**src/rtl/camera_ctrl_if.sv**
```systemverilog
// Command/status bundle between the frame initiator (master) and camera_ctrl (slave).
interface camera_ctrl_if;
   logic Init;
   logic ExpIncrease;
   logic ExpDecrease;
   logic Erase;
   logic Expose;
   logic NRE_1;
   logic NRE_2;
   logic ADC;
   logic Busy;

   modport master (
      output Init, ExpIncrease, ExpDecrease,
      input  Erase, Expose, NRE_1, NRE_2, ADC, Busy
   );

   modport slave (
      input  Init, ExpIncrease, ExpDecrease,
      output Erase, Expose, NRE_1, NRE_2, ADC, Busy
   );
endinterface

```
**src/rtl/camera_ctrl.sv**
```systemverilog
// Pixel-array sequencer: erase, exposure and two-row readout with a saturating exposure register.
// Define CAM_AUTO_REPEAT_EN for level-sensitive Init with back-to-back frames from R6.
module camera_ctrl #(
   parameter int unsigned EXP_MIN = 2,
   parameter int unsigned EXP_MAX = 30,
   parameter int unsigned CNT_W   = 5
) (
   input logic          CLK,
   input logic          ResetIN,
   camera_ctrl_if.slave cam
);

   localparam logic [CNT_W-1:0] ExpMin   = CNT_W'(EXP_MIN);
   localparam logic [CNT_W-1:0] ExpMax   = CNT_W'(EXP_MAX);
   localparam logic [CNT_W-1:0] CntOne   = CNT_W'(1);
   localparam logic [2:0]       LastStep = 3'd6;

   typedef enum logic [1:0] {StIdle, StExpose, StReadout} state_e;

   state_e           stateQ;
   logic [CNT_W-1:0] expTime;
   logic [CNT_W-1:0] expCnt;
   logic [2:0]       step;
   logic [2:0]       stepNext;
   logic             startFrame;
   logic             repeatFrame;
   logic             eraseQ, exposeQ, nre1Q, nre2Q, adcQ, busyQ;

   // Readout sub-step decode: row 1 in R0..R2, gap at R3, row 2 in R4..R6.
   function automatic logic nre1For(input logic [2:0] s);
      return !(s <= 3'd2);
   endfunction

   function automatic logic nre2For(input logic [2:0] s);
      return !(s >= 3'd4);
   endfunction

   function automatic logic adcFor(input logic [2:0] s);
      return (s == 3'd1) || (s == 3'd5);
   endfunction

`ifdef CAM_AUTO_REPEAT_EN
   assign startFrame  = cam.Init;
   assign repeatFrame = cam.Init;
`else
   logic initPrev;

   always_ff @(posedge CLK) begin
      initPrev <= cam.Init;
   end

   assign startFrame  = cam.Init & ~initPrev;
   assign repeatFrame = 1'b0;
`endif

   assign stepNext = step + 3'd1;

   always_ff @(posedge CLK) begin
      if (ResetIN) begin
         stateQ  <= StIdle;
         expTime <= ExpMin;
         expCnt  <= ExpMin;
         step    <= 3'd0;
         eraseQ  <= 1'b1;
         exposeQ <= 1'b0;
         nre1Q   <= 1'b1;
         nre2Q   <= 1'b1;
         adcQ    <= 1'b0;
         busyQ   <= 1'b0;
      end else begin
         unique case (stateQ)
            StIdle: begin
               if (startFrame) begin
                  stateQ  <= StExpose;
                  expCnt  <= expTime;
                  eraseQ  <= 1'b0;
                  exposeQ <= 1'b1;
                  busyQ   <= 1'b1;
               end else if (cam.ExpIncrease && !cam.ExpDecrease) begin
                  if (expTime < ExpMax) expTime <= expTime + CntOne;
               end else if (cam.ExpDecrease && !cam.ExpIncrease) begin
                  if (expTime > ExpMin) expTime <= expTime - CntOne;
               end
            end

            StExpose: begin
               if (expCnt == CntOne) begin
                  stateQ  <= StReadout;
                  step    <= 3'd0;
                  exposeQ <= 1'b0;
                  nre1Q   <= nre1For(3'd0);
                  nre2Q   <= nre2For(3'd0);
                  adcQ    <= adcFor(3'd0);
               end else begin
                  expCnt <= expCnt - CntOne;
               end
            end

            StReadout: begin
               if (step == LastStep) begin
                  nre1Q <= 1'b1;
                  nre2Q <= 1'b1;
                  adcQ  <= 1'b0;
                  if (repeatFrame) begin
                     // Back-to-back frame: skip IDLE, keep Erase low and Busy high.
                     stateQ  <= StExpose;
                     expCnt  <= expTime;
                     exposeQ <= 1'b1;
                  end else begin
                     stateQ <= StIdle;
                     eraseQ <= 1'b1;
                     busyQ  <= 1'b0;
                  end
               end else begin
                  step  <= stepNext;
                  nre1Q <= nre1For(stepNext);
                  nre2Q <= nre2For(stepNext);
                  adcQ  <= adcFor(stepNext);
               end
            end

            default: begin
               stateQ  <= StIdle;
               eraseQ  <= 1'b1;
               exposeQ <= 1'b0;
               nre1Q   <= 1'b1;
               nre2Q   <= 1'b1;
               adcQ    <= 1'b0;
               busyQ   <= 1'b0;
            end
         endcase
      end
   end

   assign cam.Erase  = eraseQ;
   assign cam.Expose = exposeQ;
   assign cam.NRE_1  = nre1Q;
   assign cam.NRE_2  = nre2Q;
   assign cam.ADC    = adcQ;
   assign cam.Busy   = busyQ;

   nreExclusive: assert property (@(posedge CLK) disable iff (ResetIN) (nre1Q || nre2Q));

   adcOnlyInConvert: assert property (@(posedge CLK) disable iff (ResetIN)
      adcQ |-> (stateQ == StReadout && (step == 3'd1 || step == 3'd5)));

   expTimeInRange: assert property (@(posedge CLK) disable iff (ResetIN)
      (expTime >= ExpMin && expTime <= ExpMax));

   busyMatchesState: assert property (@(posedge CLK) disable iff (ResetIN)
      (busyQ == (stateQ != StIdle)));

endmodule

```
**src/flat_wrapper.sv**
```systemverilog
// flat-port wrapper written by rule: the top's interface ports become plain ports
module camera_ctrl_flat 
#(
   parameter int unsigned EXP_MIN = 2,
   parameter int unsigned EXP_MAX = 30,
   parameter int unsigned CNT_W   = 5
)
  (CLK, ResetIN, cam_Init, cam_ExpIncrease, cam_ExpDecrease, cam_Erase, cam_Expose, cam_NRE_1, cam_NRE_2, cam_ADC, cam_Busy);
  camera_ctrl_if cam_i ();
  input logic CLK;
  input logic ResetIN;
  input wire logic [$bits(cam_i.Init)-1:0] cam_Init;
  input wire logic [$bits(cam_i.ExpIncrease)-1:0] cam_ExpIncrease;
  input wire logic [$bits(cam_i.ExpDecrease)-1:0] cam_ExpDecrease;
  output wire logic [$bits(cam_i.Erase)-1:0] cam_Erase;
  output wire logic [$bits(cam_i.Expose)-1:0] cam_Expose;
  output wire logic [$bits(cam_i.NRE_1)-1:0] cam_NRE_1;
  output wire logic [$bits(cam_i.NRE_2)-1:0] cam_NRE_2;
  output wire logic [$bits(cam_i.ADC)-1:0] cam_ADC;
  output wire logic [$bits(cam_i.Busy)-1:0] cam_Busy;
  assign cam_i.Init = cam_Init;
  assign cam_i.ExpIncrease = cam_ExpIncrease;
  assign cam_i.ExpDecrease = cam_ExpDecrease;
  assign cam_Erase = cam_i.Erase;
  assign cam_Expose = cam_i.Expose;
  assign cam_NRE_1 = cam_i.NRE_1;
  assign cam_NRE_2 = cam_i.NRE_2;
  assign cam_ADC = cam_i.ADC;
  assign cam_Busy = cam_i.Busy;
  camera_ctrl #(.EXP_MIN(EXP_MIN), .EXP_MAX(EXP_MAX), .CNT_W(CNT_W)) u_core (.CLK(CLK), .ResetIN(ResetIN), .cam(cam_i));
endmodule
```
**config.mk**
```make
export PLATFORM = sky130hd
export DESIGN_NAME = camera_ctrl_flat
export DESIGN_NICKNAME = d
export VERILOG_FILES = /design/src/rtl/camera_ctrl_if.sv /design/src/rtl/camera_ctrl.sv /design/src/flat_wrapper.sv
export SDC_FILE = /design/constraint.sdc
export NUM_CORES = 1
export LEC_CHECK = 0
export ABC_AREA = 0
export CORE_MARGIN = 5
export CORE_UTILIZATION = 29
export CTS_BUF_LIST = sky130_fd_sc_hd__clkbuf_8
export CTS_CLUSTER_SIZE = 14
export DETAILED_ROUTE_END_ITERATION = 16
export PLACE_DENSITY = 0.47
export SKIP_LAST_GASP = 1
export SLEW_MARGIN = 30
export SYNTH_ARGS = -nofsm -noshare
export SYNTH_HDL_FRONTEND = slang
export SYNTH_SLANG_ARGS = --single-unit
```
**constraint.sdc**
```tcl
create_clock -name CLK -period 4.9 [get_ports CLK]
set_input_delay 0.735 -clock CLK [delete_from_list [all_inputs] [get_ports CLK]]
set_output_delay 0.735 -clock CLK [all_outputs]
set_load 0.05 [all_outputs]
```
==> out/summary.txt, run 1 <==
Outcome = finished, final reports clean
Synth Flop Type = dfxtp_1
Clock slew at reported path FFs = 0.08 ns
Critical-path top delay cell = fa_1
Post-Synthesis Cell Area = 1206 µm²
Most used cell, CP = a21oi_1
Slew HR = 0.4963
Final period util = 0.5316
FF-to-FF Start = u_core.expCnt[1]
Hold Crit Depth = 1
Vias in the first global route = 1,079
Flop2flop setup slack = 2.94 ns
RSZ-0062 raised after global routing = no
Synthesis-stage register bit count = 22
Cells on worst reg2reg path = 6
Switching share of total power = 0.2741
Count of different cell masters after synthesis = 37
All-Layer GR Usage = 0.1036
Arrival time of the worst setup path = 2.79 ns
Share of cells above drive strength 1 = 0.05882
Worst Hold Class = reg -> reg
Setup bufs post-CTS = 0
Worst Setup SP = cam_ExpDecrease
Non-Filler Instances = 203
Initial Utilization = 0.2994
Area occupied by multi-input gates = 705.7 µm²
Largest delay share family, worst path = adder cells
Die Y = 74.49 µm
WHS Endpoint = u_core.cam.Erase
Critical Path Max Stage Delay = 0.46 ns
Critical Path Sink Type = flip-flop
Reg-to-reg endpoint = u_core.expCnt[1]
Pre-CTS setup slack = 2.016 ns
Initial DRT Pass Iterations = 4
Sum of buffers and inverters on the critical path = 2
Pleak = 0.5742 nW
Final setup viols = 0
Post-synth ARST share = 0
Critical path type = in -> reg
Register area share after synthesis = 0.3651
Syn_nets = 158
Worst VDD drop = 0.2300 mV
Syn Inst Count = 143
Cell Pwr Density = 336.5 nW/µm²
Tot Pwr = 0.4771 mW
Synthesis-to-layout area growth = 17.53%
TritonCTS sink count = 22
Chip width = 74.49 µm
Grt total ovfl = 0
Antenna violations before repair = 0
Final HPWL DP = 1915 µm
Antenna diodes = 0
Synthesis Warnings = 0
Post-DR wirelength/cell = 12.71 µm
WHS = 0.4611 ns
Total CTS buffers = 3
Final Wtd Congestion = 0.8465
Slew Viols, Final = 0
Hold Buf Count CTS = 0
Internal power = 0.3463 mW
Post-synth EDFFs = 0
Largest net degree at the start of global routing = 20
DP Area = 1346 µm²
Least-Margin Pin Slew = 0.7531 ns
Final TNS setup = 0 ns
Register area = 440.4 µm²
Clock buffer depth = 2
Final Hold Fails = 0
Combinational share of power = 0.211
H-tree Lvls = 1
Register share of total power = 0.431
Tmin final = 2.605 ns
Startpoint Class = input pin
Resized cells post-CTS = 0
TritonCTS clock tree = built
Fillers = 433
Max Cap Viol = 0
Nets = 169
CORE AREA = 4029 µm²
Top Ports = 11
Post-Route Skew = 0.002477 ns
Fmax = 0.3839 GHz
Vias post-DR = 1,026
DP Cell Count = 199
Routed Antenna Nets = 0
Full die area = 5549 µm²
Core Util, Final = 0.3519
Worst setup margin = 2.295 ns
Clk network pwr share = 0.358
Global-route wire length before repair = 4560 µm
Avg Cell Area, Syn = 8.435 µm²
Crit-path cells = clkdlybuf4s50_1, inv_1, ha_1, fa_1, nand2b_1, a21oi_1, xnor2_1, or3_1, a21oi_1
Hold path start = u_core.cam.Erase
Critical path peak fanout = 4
Clk_lat worst skew = 0.26 ns
FP Rows = 23
Drc violations = 0
Critical path required time = 5.08 ns
Number of vias per cell = 5.054
P_sw = 0.1308 mW
Starting DRT DRC Count = 31
DRT Wirelength = 2580 µm
PortBufs = 10
Cell area after layout = 1418 µm²
Clock Root Buffer = clkbuf_8
cell families (layout without fill, tap and decap cells):
logic type	Yosys count	after routing	synth area share
simple gates	51	51	0.2095
compound gates	38	38	0.2044
flops	22	22	0.3651
buf+inv	14	24	0.04979
fa+ha+maj	10	10	0.1100
xor+xnor	5	5	0.03631
mux	3	3	0.02490
power by group through the flow:
| stage | Sequential [mW] | Combinational, mW | Clock, mW |
|---|---|---|---|
| floorplan | 0.212 | 0.0738 | 0 |
| global placement | 0.209 | 0.0993 | 0 |
| detailed placement | 0.210 | 0.101 | 0 |
| CTS | 0.205 | 0.102 | 0.177 |
| global route | 0.208 | 0.114 | 0.181 |
| finish | 0.205 | 0.101 | 0.171 |
cell usage after synthesis (all sizes together) (2+ instances only):
cell type	instances	area, µm²
or3	2	17.52
nand3	2	10.01
mux2i	3	30.03
o21ai	8	47.55
a211o	2	17.52
a211oi	2	20.02
a221oi	2	17.52
clkbuf	3	11.26
a21oi	15	75.07
a21o	3	22.52
xnor2	4	35.03
nand2	15	56.30
dfxtp	22	440.4
nor2	15	56.30
ha	9	112.6
nand4	2	12.51
inv	10	37.54
nand2b	5	31.28
nor2b	4	25.02
layout by cell type, fill, tap and decap left out, drive strengths merged, types with 3 or more instances in the layout:
cell / count
dfxtp: 22
nand2: 15
nor2: 15
a21oi: 15
inv: 10
clkdlybuf4s50: 10
ha: 9
o21ai: 8
nand2b: 5
nor2b: 4
xnor2: 4
a21o: 3
mux2i: 3
clkbuf: 3
layout make-up:
type	count	area share
clock buffers	3	0.02913
multi-input cells	107	0.4978
well taps	50	0.04413
clock inverters	1	0.02118
flip-flops and latches	22	0.3107
inverters	10	0.02648
repair buffers	10	0.07061
registers in the layout (all words and copies together), names as in the netlist, 2 cells and up:
signal,cells
u_core.expCnt,5
u_core.stateQ,2
u_core.expTime,5
u_core.step,3
how the worst max path moves through the flow:
stage / to / slack (ns) / cells past startpoint
final: u_core.expTime[4] / 2.30 / 9
after global placement: u_core.expTime[4] / 2.08 / 9
after detailed placement: u_core.expTime[4] / 2.02 / 9
after floorplan: u_core.expTime[4] / 2.61 / 8
after CTS: u_core.expTime[4] / 2.29 / 9
after global routing: u_core.expTime[4] / 2.16 / 9
routing by layer:
metal  wire, µm  vias up  global-route usage
met5          0        -                   0
met4         27        0             0.02569
li1           -      518                   -
met3         61        2             0.02838
met2       1253        7              0.1854
met1       1237      499              0.1220
Note: power is estimated with default switching activity, not from simulation.
==> run 2: changes to the inputs <==
Settings changed: PLACE_DENSITY 0.47 to 0.49.
Clock period 4.9 ns to 2.3 ns, I/O delays scaled along.
==> run 2 against run 1 <==
Non-clock buffer count rose by 7. Clock-buffer cell count did not move. Core utilization rose by 1.3 points. Sequential power rose by 110%. Die area did not move. Critical path type unchanged. Largest cell class unchanged.
==> out/summary.txt, run 2 (synthesis results as in run 1) <==
Number of vias per cell = 4.810
Clk network pwr share = 0.351
All-Layer GR Usage = 0.1027
Critical path required time = 2.49 ns
FP Rows = 23
CORE AREA = 4029 µm²
Final period util = 0.9416
Setup bufs post-CTS = 0
DP Cell Count = 206
Chip width = 74.49 µm
Pleak = 0.6074 nW
Worst Hold Class = reg -> reg
Global-route wire length before repair = 4388 µm
TritonCTS sink count = 22
Post-DR wirelength/cell = 11.88 µm
WHS = 0.4600 ns
Internal power = 0.7544 mW
Tmin final = 2.166 ns
Cell Pwr Density = 701.2 nW/µm²
Clock slew at reported path FFs = 0.09 ns
Largest registers = u_core.expCnt x5, u_core.expTime x5, u_core.step x3
H-tree Lvls = 1
Clk_lat worst skew = 0.26 ns
PortBufs = 10
DRT Wirelength = 2494 µm
Grt total ovfl = 0
Slew HR = 0.6617
TritonCTS clock tree = built
Post-Route Skew = 0.007219 ns
Final Wtd Congestion = 0.8098
Startpoint Class = input pin
RSZ-0062 raised after global routing = no
Hold Buf Count CTS = 0
Largest net degree at the start of global routing = 14
Commonest non-fill, non-tap cell in the layout = dfxtp_1
Fmax = 0.4617 GHz
Combinational share of power = 0.224
Switching share of total power = 0.2682
Initial Utilization = 0.2994
Final Hold Fails = 0
Resized cells post-CTS = 0
Tot Pwr = 1.031 mW
Share of cells above drive strength 1 = 0.1000
Initial DRT Pass Iterations = 2
Register share of total power = 0.425
Arrival time of the worst setup path = 2.36 ns
Top Ports = 11
Starting DRT DRC Count = 44
Most frequent cells in the layout = 22 x dfxtp_1, 15 x nand2_1, 15 x nor2_1, 15 x a21oi_1
Synthesis-to-layout area growth = 21.89%
Total CTS buffers = 3
Critical path type = in -> reg
Nets = 176
Slew Viols, Final = 0
Clock buffer depth = 2
Drc violations = 0
Least-Margin Pin Slew = 0.5059 ns
Non-Filler Instances = 210
Clock Root Buffer = clkbuf_8
Vias post-DR = 1,010
Max Cap Viol = 0
Vias in the first global route = 1,006
Antenna diodes = 0
Die Y = 74.49 µm
Outcome = finished, final reports clean
Critical Path Sink Type = flip-flop
Core Util, Final = 0.3649
Fillers = 433
Final HPWL DP = 1902 µm
Full die area = 5549 µm²
P_sw = 0.2765 mW
Critical path peak fanout = 4
Final setup viols = 0
Antenna violations before repair = 0
Routed Antenna Nets = 0
Worst VDD drop = 0.4391 mV
-- run 2: per-stage QoR --
step	TNS, ns	cell area [µm²]	worst slack, ns
3_3_place_gp	-0.09276	1399	-0.09276
2_1_floorplan	0	1206	0.3976
6_report	0	1470	0.1343
4_1_cts	0	1470	0.1214
5_1_grt	0	1470	0.006952
3_5_place_dp	-0.1451	1399	-0.1451
-- run 2: power by group through the flow --
stage          clock, mW  combinational [mW]  sequential, mW
2_1_floorplan          0               0.157           0.452
3_3_place_gp           0               0.232           0.446
3_5_place_dp           0               0.232           0.448
4_1_cts            0.373               0.234           0.438
5_1_grt            0.385               0.260           0.443
6_report           0.362               0.231           0.438
-- run 2: worst paths after layout --
| check | start | end | slack [ns] | cells past startpoint |
|---|---|---|---|---|
| max | cam_ExpDecrease | u_core.expTime[4] | 0.13 | 9 |
| min | u_core.cam.Busy | u_core.cam.Busy | 0.46 | 2 |
| max reg2reg | u_core.expTime[0] | u_core.expTime[4] | 0.49 | 7 |
| min reg2reg | u_core.cam.Busy | u_core.cam.Busy | 0.46 | 2 |
-- run 2: worst max-delay path: stages --
cell and delay, ns:
clkdlybuf4s50_1 0.45, inv_1 0.04, ha_1 0.25, fa_1 0.44, nand2b_1 0.15, a21oi_1 0.15, xnor2_1 0.09, or3_1 0.30
a21oi_1 0.13
-- run 2: area by class of cell --
class,count,area [µm²],share of cell area
clock buffer,3,41.29,0.02809
sequential,22,440.4,0.2996
multi-input combinational,107,705.7,0.4800
inverter,10,37.54,0.02553
timing repair buffer,17,152.6,0.1038
clock inverter,1,30.03,0.02043
tap,50,62.56,0.04255
-- run 2: routing by layer --
metal,track usage,share of wire
met2,0.1824,0.49
met5,0,0
met1,0.1202,0.47
met4,0.02372,0.0076
met3,0.03243,0.029
==> run 3: changes to the inputs <==
Settings changed: CTS_CLUSTER_SIZE 14 to 20.
==> results of run 3 <==
Same layout as run 2: the final DEF is identical, and so are final timing and power.
